$ cat config.mk
export PLATFORM = sky130hd
export DESIGN_NAME = card_shoe
export DESIGN_NICKNAME = d
export VERILOG_FILES = /design/src/rtl/blackjack_pkg.sv /design/src/rtl/shoe_lfsr.sv /design/src/rtl/card_shoe.sv
export SDC_FILE = /design/constraint.sdc
export NUM_CORES = 1
export LEC_CHECK = 0
export ABC_AREA = 1
export CAP_MARGIN = 20
export CORE_MARGIN = 3
export CORE_UTILIZATION = 35
export DETAILED_ROUTE_END_ITERATION = 8
export PLACE_DENSITY = 0.49
export SLEW_MARGIN = 40
export SYNTH_ARGS = -nofsm -noshare
export SYNTH_HDL_FRONTEND = slang
export SYNTH_SLANG_ARGS = --single-unit
$ cat constraint.sdc
create_clock -name clk -period 4.14 [get_ports clk]
set_input_delay 0.828 -clock clk [delete_from_list [all_inputs] [get_ports clk]]
set_output_delay 0.828 -clock clk [all_outputs]
set_load 0.02 [all_outputs]
$ cat src/rtl/blackjack_pkg.sv
// Shared types and constants for the blackjack card path.
// Ranks, card type, deck size, shoe FSM states, card point value.
package blackjack_pkg;

    typedef logic [3:0] card_t;
    typedef logic [2:0] state_t;

    localparam card_t RANK_ACE   = 4'd1;
    localparam card_t RANK_TEN   = 4'd10;
    localparam card_t RANK_JACK  = 4'd11;
    localparam card_t RANK_QUEEN = 4'd12;
    localparam card_t RANK_KING  = 4'd13;

    localparam int DECK_SIZE = 52;
    localparam int NUM_RANKS = 13;

    localparam state_t S_IDLE = 3'd0;
    localparam state_t S_DRAW = 3'd1;
    localparam state_t S_SCAN = 3'd2;
    localparam state_t S_DONE = 3'd3;
    localparam state_t S_SHUF = 3'd4;

    function automatic logic [3:0] card_value(input card_t rank);
        if (rank >= RANK_JACK) begin
            return RANK_TEN;
        end
        return rank;
    endfunction

endpackage

$ cat src/rtl/shoe_lfsr.sv
// Free-running Galois LFSR used as the shoe's draw source.
// Ports: clk, reset (sync, active-high), q (current state).
module shoe_lfsr #(
    parameter int               WIDTH = 16,
    parameter logic [WIDTH-1:0] TAPS  = 16'hB400,
    parameter logic [WIDTH-1:0] SEED  = 16'hACE1
) (
    input  logic             clk,
    input  logic             reset,
    output logic [WIDTH-1:0] q
);

    // An all-zero state would lock the register, so fall back.
    localparam logic [WIDTH-1:0] SEED_OK =
        (SEED == '0) ? WIDTH'(16'hACE1) : SEED;

    logic [WIDTH-1:0] q_q;
    logic [WIDTH-1:0] q_d;

    always_comb begin
        q_d = {1'b0, q_q[WIDTH-1:1]};
        if (q_q[0]) begin
            q_d = q_d ^ TAPS;
        end
    end

    always_ff @(posedge clk) begin
        if (reset) begin
            q_q <= SEED_OK;
        end else begin
            q_q <= q_d;
        end
    end

    assign q = q_q;

endmodule

$ cat src/rtl/card_shoe.sv
// Multi-deck shoe dealing 1..MAX_DEAL cards without replacement.
// In: deal_req/deal_num/shuffle_req. Out: deal_ready/valid/err, cards,
// cards_left, low_shoe, shoe_empty.
module card_shoe
    import blackjack_pkg::*;
#(
    parameter int          NUM_DECKS = 1,
    parameter int          MAX_DEAL  = 2,
    parameter int          CUT_LEFT  = 13,
    parameter logic [15:0] SEED      = 16'hACE1,
    localparam int         TOTAL     = DECK_SIZE * NUM_DECKS,
    localparam int         NW        = $clog2(MAX_DEAL + 1),
    localparam int         CW        = $clog2(TOTAL + 1)
) (
    input  logic                  clk,
    input  logic                  reset,
    input  logic                  deal_req,
    input  logic [NW-1:0]         deal_num,
    input  logic                  shuffle_req,
    output logic                  deal_ready,
    output logic                  deal_valid,
    output logic                  deal_err,
    output logic [MAX_DEAL*4-1:0] cards,
    output logic [CW-1:0]         cards_left,
    output logic                  low_shoe,
    output logic                  shoe_empty
);

    localparam logic [5:0]    RANK_FULL = 6'(4 * NUM_DECKS);
    localparam logic [NW-1:0] MAX_N     = NW'(MAX_DEAL);
    localparam logic [CW-1:0] TOTAL_C   = CW'(TOTAL);

    state_t                state_q, state_d;
    logic                  pend_q, pend_d;
    logic                  err_q, err_d;
    logic [NW-1:0]         n_q, n_d;
    logic [NW-1:0]         slot_q, slot_d;
    card_t                 rank_q, rank_d;
    logic [CW-1:0]         r_q, r_d;
    logic [CW-1:0]         left_q, left_d;
    logic [5:0]            cnt_q [1:13];
    logic [5:0]            cnt_d [1:13];
    card_t                 wk_q [MAX_DEAL];
    card_t                 wk_d [MAX_DEAL];
    logic [MAX_DEAL*4-1:0] cards_q, cards_d;

    logic [15:0]   lfsr_q;
    logic [CW-1:0] left_m1;
    logic [CW-1:0] mask;
    logic [CW-1:0] r_draw;
    logic [5:0]    cnt_sel;
    logic          pick;
    logic          bad_req;
    logic          lfsr_unused;

    shoe_lfsr #(
        .WIDTH (16),
        .TAPS  (16'hB400),
        .SEED  (SEED)
    ) u_lfsr (
        .clk   (clk),
        .reset (reset),
        .q     (lfsr_q)
    );

    assign lfsr_unused = ^lfsr_q[15:CW];

    // Smallest all-ones mask covering 0..cards_left-1.
    always_comb begin
        left_m1 = left_q - CW'(1);
        mask    = '0;
        for (int i = 0; i < CW; i++) begin
            mask[i] = |(left_m1 >> i);
        end
    end

    assign r_draw = lfsr_q[CW-1:0] & mask;

    always_comb begin
        cnt_sel = '0;
        for (int k = 1; k <= NUM_RANKS; k++) begin
            if (rank_q == card_t'(k)) begin
                cnt_sel = cnt_q[k];
            end
        end
    end

    assign pick    = r_q < CW'(cnt_sel);
    assign bad_req = (deal_num == '0) || (deal_num > MAX_N) ||
                     (CW'(deal_num) > left_q);

    always_comb begin
        state_d = state_q;
        pend_d  = pend_q;
        err_d   = 1'b0;
        n_d     = n_q;
        slot_d  = slot_q;
        rank_d  = rank_q;
        r_d     = r_q;
        left_d  = left_q;
        cnt_d   = cnt_q;
        wk_d    = wk_q;
        cards_d = cards_q;

        if (shuffle_req && state_q != S_IDLE && state_q != S_SHUF) begin
            pend_d = 1'b1;
        end

        unique case (state_q)
            S_IDLE: begin
                // A shuffle takes priority; a same-cycle deal is dropped.
                if (shuffle_req || pend_q) begin
                    state_d = S_SHUF;
                end else if (deal_req) begin
                    if (bad_req) begin
                        err_d = 1'b1;
                    end else begin
                        n_d     = deal_num;
                        slot_d  = '0;
                        state_d = S_DRAW;
                        for (int i = 0; i < MAX_DEAL; i++) begin
                            wk_d[i] = '0;
                        end
                    end
                end
            end
            S_DRAW: begin
                // Rejection sampling: retry until r lands below cards_left.
                if (r_draw < left_q) begin
                    r_d     = r_draw;
                    rank_d  = RANK_ACE;
                    state_d = S_SCAN;
                end
            end
            S_SCAN: begin
                if (pick) begin
                    left_d = left_q - CW'(1);
                    slot_d = slot_q + NW'(1);
                    for (int k = 1; k <= NUM_RANKS; k++) begin
                        if (rank_q == card_t'(k)) begin
                            cnt_d[k] = cnt_q[k] - 6'd1;
                        end
                    end
                    for (int i = 0; i < MAX_DEAL; i++) begin
                        if (NW'(i) == slot_q) begin
                            wk_d[i] = rank_q;
                        end
                    end
                    if (slot_d == n_q) begin
                        state_d = S_DONE;
                        for (int i = 0; i < MAX_DEAL; i++) begin
                            cards_d[4*i +: 4] =
                                (NW'(i) == slot_q) ? rank_q : wk_q[i];
                        end
                    end else begin
                        state_d = S_DRAW;
                    end
                end else begin
                    r_d    = r_q - CW'(cnt_sel);
                    rank_d = rank_q + 4'd1;
                end
            end
            S_DONE: begin
                state_d = (pend_q || shuffle_req) ? S_SHUF : S_IDLE;
            end
            S_SHUF: begin
                for (int k = 1; k <= NUM_RANKS; k++) begin
                    cnt_d[k] = RANK_FULL;
                end
                left_d  = TOTAL_C;
                pend_d  = 1'b0;
                state_d = S_IDLE;
            end
            default: begin
                state_d = S_IDLE;
            end
        endcase
    end

    always_ff @(posedge clk) begin
        if (reset) begin
            state_q <= S_IDLE;
            pend_q  <= 1'b0;
            err_q   <= 1'b0;
            n_q     <= '0;
            slot_q  <= '0;
            rank_q  <= RANK_ACE;
            r_q     <= '0;
            left_q  <= TOTAL_C;
            cards_q <= '0;
            for (int k = 1; k <= NUM_RANKS; k++) begin
                cnt_q[k] <= RANK_FULL;
            end
            for (int i = 0; i < MAX_DEAL; i++) begin
                wk_q[i] <= '0;
            end
        end else begin
            state_q <= state_d;
            pend_q  <= pend_d;
            err_q   <= err_d;
            n_q     <= n_d;
            slot_q  <= slot_d;
            rank_q  <= rank_d;
            r_q     <= r_d;
            left_q  <= left_d;
            cards_q <= cards_d;
            cnt_q   <= cnt_d;
            wk_q    <= wk_d;
        end
    end

    // A valid residual must be exhausted by the last rank.
    king_picks: assert property (@(posedge clk) disable iff (reset)
        (state_q == S_SCAN && rank_q == RANK_KING) |-> pick);

    assign deal_ready = (state_q == S_IDLE) && !pend_q;
    assign deal_valid = (state_q == S_DONE);
    assign deal_err   = err_q;
    assign cards      = cards_q;
    assign cards_left = left_q;
    assign low_shoe   = 32'(left_q) < CUT_LEFT;
    assign shoe_empty = (left_q == '0);

endmodule

Yosys cells after proc, flatten, opt, wreduce, memory -nomap -nowiden. Index checks and enable logic that the tools add are counted.

Add/sub/neg operators: 17. Multiply operators: 0. Divide/modulo/power cells: 0. Order comparisons: 5. Eq/ne operators: 41. Shift operators: 0. Multiplexer cells: 58. Bitwise gates (word level): 6. Reductions and logical operators: 41.

Operators by type and width (number): $mux 6 (29); $pmux 78 s2 (1); $sub 6x1->6 const B (14); $mux 78 (1); $reduce_and 3->1 (15); $ne 2x2->1 const B (19); $mux 8 (4); $eq 4x4->1 const B (6); $pmux 6 s2 (2); $mux 3 (6); $eq 4x3->1 const B (4); $mux 16 (1); $mux 4 (4); $pmux 8 s2 (1); $lt 6x6->1 (2); $pmux 3 s4 (1); $mux 2 (5); $ne 3x3->1 const B (3); $eq 4x2->1 const B (2); $pmux 4 s2 (1); $reduce_and 4->1 (2); $reduce_or 4->1 (2); $and 6x6->6 (1); $eq 3x2->1 const B (2); other kinds (29) (40).

Register bits: 135. Latch bits: 0. Memory bits (writable): 0. Memory bits (read-only): 0. Output and inout bits: 19. Logic and storage cells: 193. Memories kept: 0.

Depth between registers and ports, before layout.
Depth in word-level cells: 17. Mapped depth: 30. Gate-level depth less buffers: 30.

Cells and area by module. A second synthesis with hierarchy kept.

Cell total of the unflattened synthesis: 1125. Area, all modules: 7659.8 um2.

By module, submodules not included: card_shoe (instances 1, cells an instance 1061, area each 7088.0 um2, sequential area each 2382.3 um2); shoe_lfsr (instances 1, cells an instance 64, area each 571.8 um2, sequential area each 320.3 um2).

Worst setup path after synthesis. OpenSTA, ideal clock, no wires.

Path type: flip-flop to flip-flop. Start point: register rank_q[1]. End point: register cnt_q[29] in the netlist's numbering. Data arrival time: 3.220 ns. Path slack: 0.805 ns. Cell stages (with the launch flop): 30. Path buffers: 1. Period minus slack after synthesis: 3.335 ns. Cell sequence: dfxtp_1 > inv_1 > ha_1 > inv_1 > nor2_1 > nand3_1 > nand3_1 > nand2_1 > nand3_1 > nand2_1 > nand2_1 > nand2_1 > nand3_1 > nand3_1 > nand2_1 > nand2_1 > nand2_1 > nand2_1 > ha_1 > nand2_1 > nand2_1 > a221oi_2 > nand2_1 > nand2_2 > buf_6 > nand2_2 > nor3b_2 > nand3_1 > nand2_1 > nor2_1.

Cells in the longest elaborated chain, start to end: 17. Elaborated cells between the ends (all ways): 30.

Ends and longest elaborated chain: from (decl) (RTL line card_shoe.sv:38) `card_t rank_q, rank_d;`; from (signal assigned) (RTL line card_shoe.sv:203) `rank_q <= rank_d;`; $eq 4x1->1 (RTL line card_shoe.sv:82) `if (rank_q == card_t'(k)) begin`; $mux 6 (13 in series) (RTL line card_shoe.sv:82); $lt 6x6->1 (RTL line card_shoe.sv:88) `assign pick = r_q < CW'(cnt_sel);`; $ne 2x2->1 (no source line); $reduce_and 3->1 (no source line) *; to (signal assigned) (RTL line card_shoe.sv:207) `cnt_q <= cnt_d;`; to (decl) (RTL line card_shoe.sv:41) `logic [5:0] cnt_q [1:13];`.

Mark *: on every way between the ends. The rest lies on a longest branch, timed or not. A chain may end at the register's enable or synchronous reset.

Worst setup path in the final report.
Start point: register rank_q[0]. End point: register r_q[2].

Cells in the longest elaborated chain, start to end: 17. Elaborated cells between the ends (all ways): 32.

Ends and longest elaborated chain: $eq 4x1->1 (RTL line card_shoe.sv:82); $mux 6 (12 in series) (RTL line card_shoe.sv:82); $mux 6 * (RTL line card_shoe.sv:82); $sub 6x6->6 / $lt 6x6->1 (equally long branches) (RTL line card_shoe.sv:159, card_shoe.sv:88); $mux 6 / $ne 2x2->1 (equally long branches); $pmux 6 s2 / $reduce_and 3->1 (equally long branches); to (signal assigned) (RTL line card_shoe.sv:204) `r_q <= r_d;`; to (decl) (RTL line card_shoe.sv:39) `logic [CW-1:0] r_q, r_d;`.

Mark *: on every way between the ends. The rest lies on a longest branch, timed or not. The select of a mux whose other input is x is not followed.

==> results.txt <==
Fin util: 0.427
R2r startpoint: rank_q[0]
Final setup fails: 0
Routed wire length per instance: 13.5 um
Clock Pin Slew Worst Setup and Hold Paths: 0.06 ns
Post-synth EDFFs: 0
Met1 wire length: 9740 um
WL met3: 496 um
Hold Crit Depth: 1
Final net count: 1176
Sequential share of the synthesized area: 0.363
Mux share of post-synthesis cell area: 0
Final Max Tran Viols: 0
Antenna violations before repair: 0
Most common cell in the netlist: nand2_1
Share of the synthesized area in the top cell type: 0.363
Num CTS Buffers: 17
Worst hold slack: 0.408 ns
Clk sink count: 135
Crit path max-delay family: simple AND/OR/NAND/NOR gates
Status: finished, final reports clean
Highest Signal Layer: met4
Yosys warnings: 0
Area delta synth->final: 17.9%
Wirelength, routed: 19100 um
XOR/XNOR Fraction of Synth Area: 0.0129
Chip Width: 152 um
CTS tree: built
Ys async rst share: 0
Mean post-synth cell area: 6.84 sq um
Distinct cells, synth: 42
H-tree levels: 4
R2R depth: 30
Leak: 3.65 nW
Critical Path Start Type: flip-flop
Cell Pwr Density: 414 nW/um^2
Clock root cell: clkbuf_16
Final Critical Period: 3.73 ns
Setup TNS: 0 ns
Most Frequent Cell on Critical Path: nand2_1
Total Power: 3.63 mW
Core ar.: 20600 sq um
Worst Hold Endpoint: u_lfsr.q[11]
Max frequency: 0.268 GHz
Post-Synth Adder-Cell Area: 0.0599
Drt drc: 0
Main combinational cell family by area after synthesis: simple AND/OR/NAND/NOR gates
Synthesized area: 7440 sq um
Top cells by count, synth: nand2_1, dfxtp_1, nor2_1
RSZ-0062 raised after global routing: false
Remaining Overflow, GRT: 0
Final Cycle Share: 0.902
Main synth FF type: dfxtp_1
Synth Area in Compound Gates: 0.147
Register-to-register setup slack: 0.41 ns
Via density: 4.75
Global-route wire length before repair: 31600 um
Req. time, crit path: 4.45 ns
Placed inst area: 8080 sq um
CP max stage delay: 0.38 ns
Gr usage total: 0.166
Drt first pass iters: 5
Met2 routed WL: 8620 um
# diodes: 0
Post-route cell area: 8770 sq um
DP HPWL: 13700 um
Number of global-route vias before repair: 6170
FF-to-FF End: r_q[2]
I/O Buffers: 24
Final Hold Violating Endpoints: 0
Crit. End Element: flip-flop
Worst path slowest cell: dfxtp_4
Vias: 6736
Starting Density: 0.362
Ports: 25
Worst hold start: u_lfsr.q[12]
Cell Rows: 52
Worst min path class: flip-flop to flip-flop
Worst slew margin: 0.497
Max Cap Violations: 0
Worst-Margin Slew: 0.754 ns
Synth Instances: 1088
Layout cells sized above 1: 0.125
Clk Latency, worst-skew pair: 0.42 ns
Ranking of synthesized cells by area: dfxtp_1, nand2_1, a21oi_1
Final ANT Viol Nets: 0
Data arrival, critical path: 4.05 ns
Yosys reg bits: 135
Area of the die: 23000 sq um
Clock buffer depth: 2
Largest area contributor in the netlist: dfxtp_1
Crit path kind: flip-flop to flip-flop
Placer congestion estimate: 0.783
Post-synth net total: 1129
Worst VDD drop: 0.223 mV
Iter 0 DRT Violations: 391
Worst clock skew: 0.0123 ns
CP bufs+invs: 7
Pin count of the biggest net entering global routing: 43
Die height: 152 um
Simple-gate share of the synthesized area: 0.326
Hold-fix buffers, CTS: 0
Crit-path max FO: 9
cell families after synthesis:
group                      Yosys count
and+or+nand+nor                    528
adders and majority gates           35
buffers and inverters              173
DFF                                135
AOI/OAI and AO/OA                  206
xor gates and xnor gates            11
layout make-up:
cell class	instances	area, sq um
clock buffer	18	429
clock inverter	14	173
fill	2212	11800
inverter	148	559
multi-input combinational	780	4110
sequential	135	2710
tap	270	338
timing repair buffer	53	458
where the power goes:
group          total (mW)  switching (mW)  internal [mW]
sequential           1.44          0.0663           1.37
clock                1.58           0.624          0.952
combinational       0.615           0.385          0.230
metrics by stage:
stage               setup WS (ns)  cells
finish                      0.408   1418
global route              0.00622   1418
CTS                        0.0579   1415
detailed placement         0.0432   1380
global placement           0.0897   1380
floorplan                   0.805   1088
routing by layer:
metal / track usage / vias to the layer above
met5: 0 / -
met4: 0.0509 / 0
met3: 0.0296 / 20
met2: 0.269 / 71
met1: 0.227 / 3026
li1: - / 3619
flip-flops by register name, indices dropped and copies added (netlist names):
signal and count:
cards_left 6, rank_q 4, wk_q 8, r_q 6
slot_q 2, n_q 2, cnt_q 78, deal_err 1
u_lfsr.q 16, pend_q 1, cards 8, state_q 3
how the worst max path moves through the flow:
stage	from	endpoint	cells after the start
after global routing	rank_q[1]	cnt_q[72]	27
after floorplan	rank_q[1]	cnt_q[29]	29
after CTS	rank_q[0]	cnt_q[35]	29
after detailed placement	rank_q[0]	slot_q[1]	28
after global placement	rank_q[0]	cnt_q[35]	29
final	rank_q[0]	r_q[2]	30
timing repair:
action | in CTS | in global routing
pin swaps | 1 | 3
resized for setup | 0 | 17
setup endpoints to repair | 1 | 99
setup buffers | 3 | 3
layout by cell type, fill, tap and decap left out, types with 2 or more instances in the layout:
master,count
o221ai_1,2
o21ai_2,6
or2_2,13
clkbuf_16,17
o21ai_1,8
dfxtp_2,2
nand3_1,74
nand2_1,230
clkinv_2,3
bufinv_16,3
nand2_2,4
nand4_1,8
clkinv_4,3
inv_1,130
nor2_4,8
nor3_2,14
xor2_1,6
clkinvlp_4,3
nor2_1,131
nand3_2,2
or2_0,2
nand2_4,3
o21a_1,2
dfxtp_1,132
buf_4,29
o21ai_0,58
ha_1,33
inv_6,3
clkdlybuf4s50_1,24
a21oi_1,123
nor2_2,8
inv_2,16
nor3_1,8
nor3_4,3
nand3b_1,18
xnor2_1,5
No activity file was read; power rests on OpenSTA's default activity.
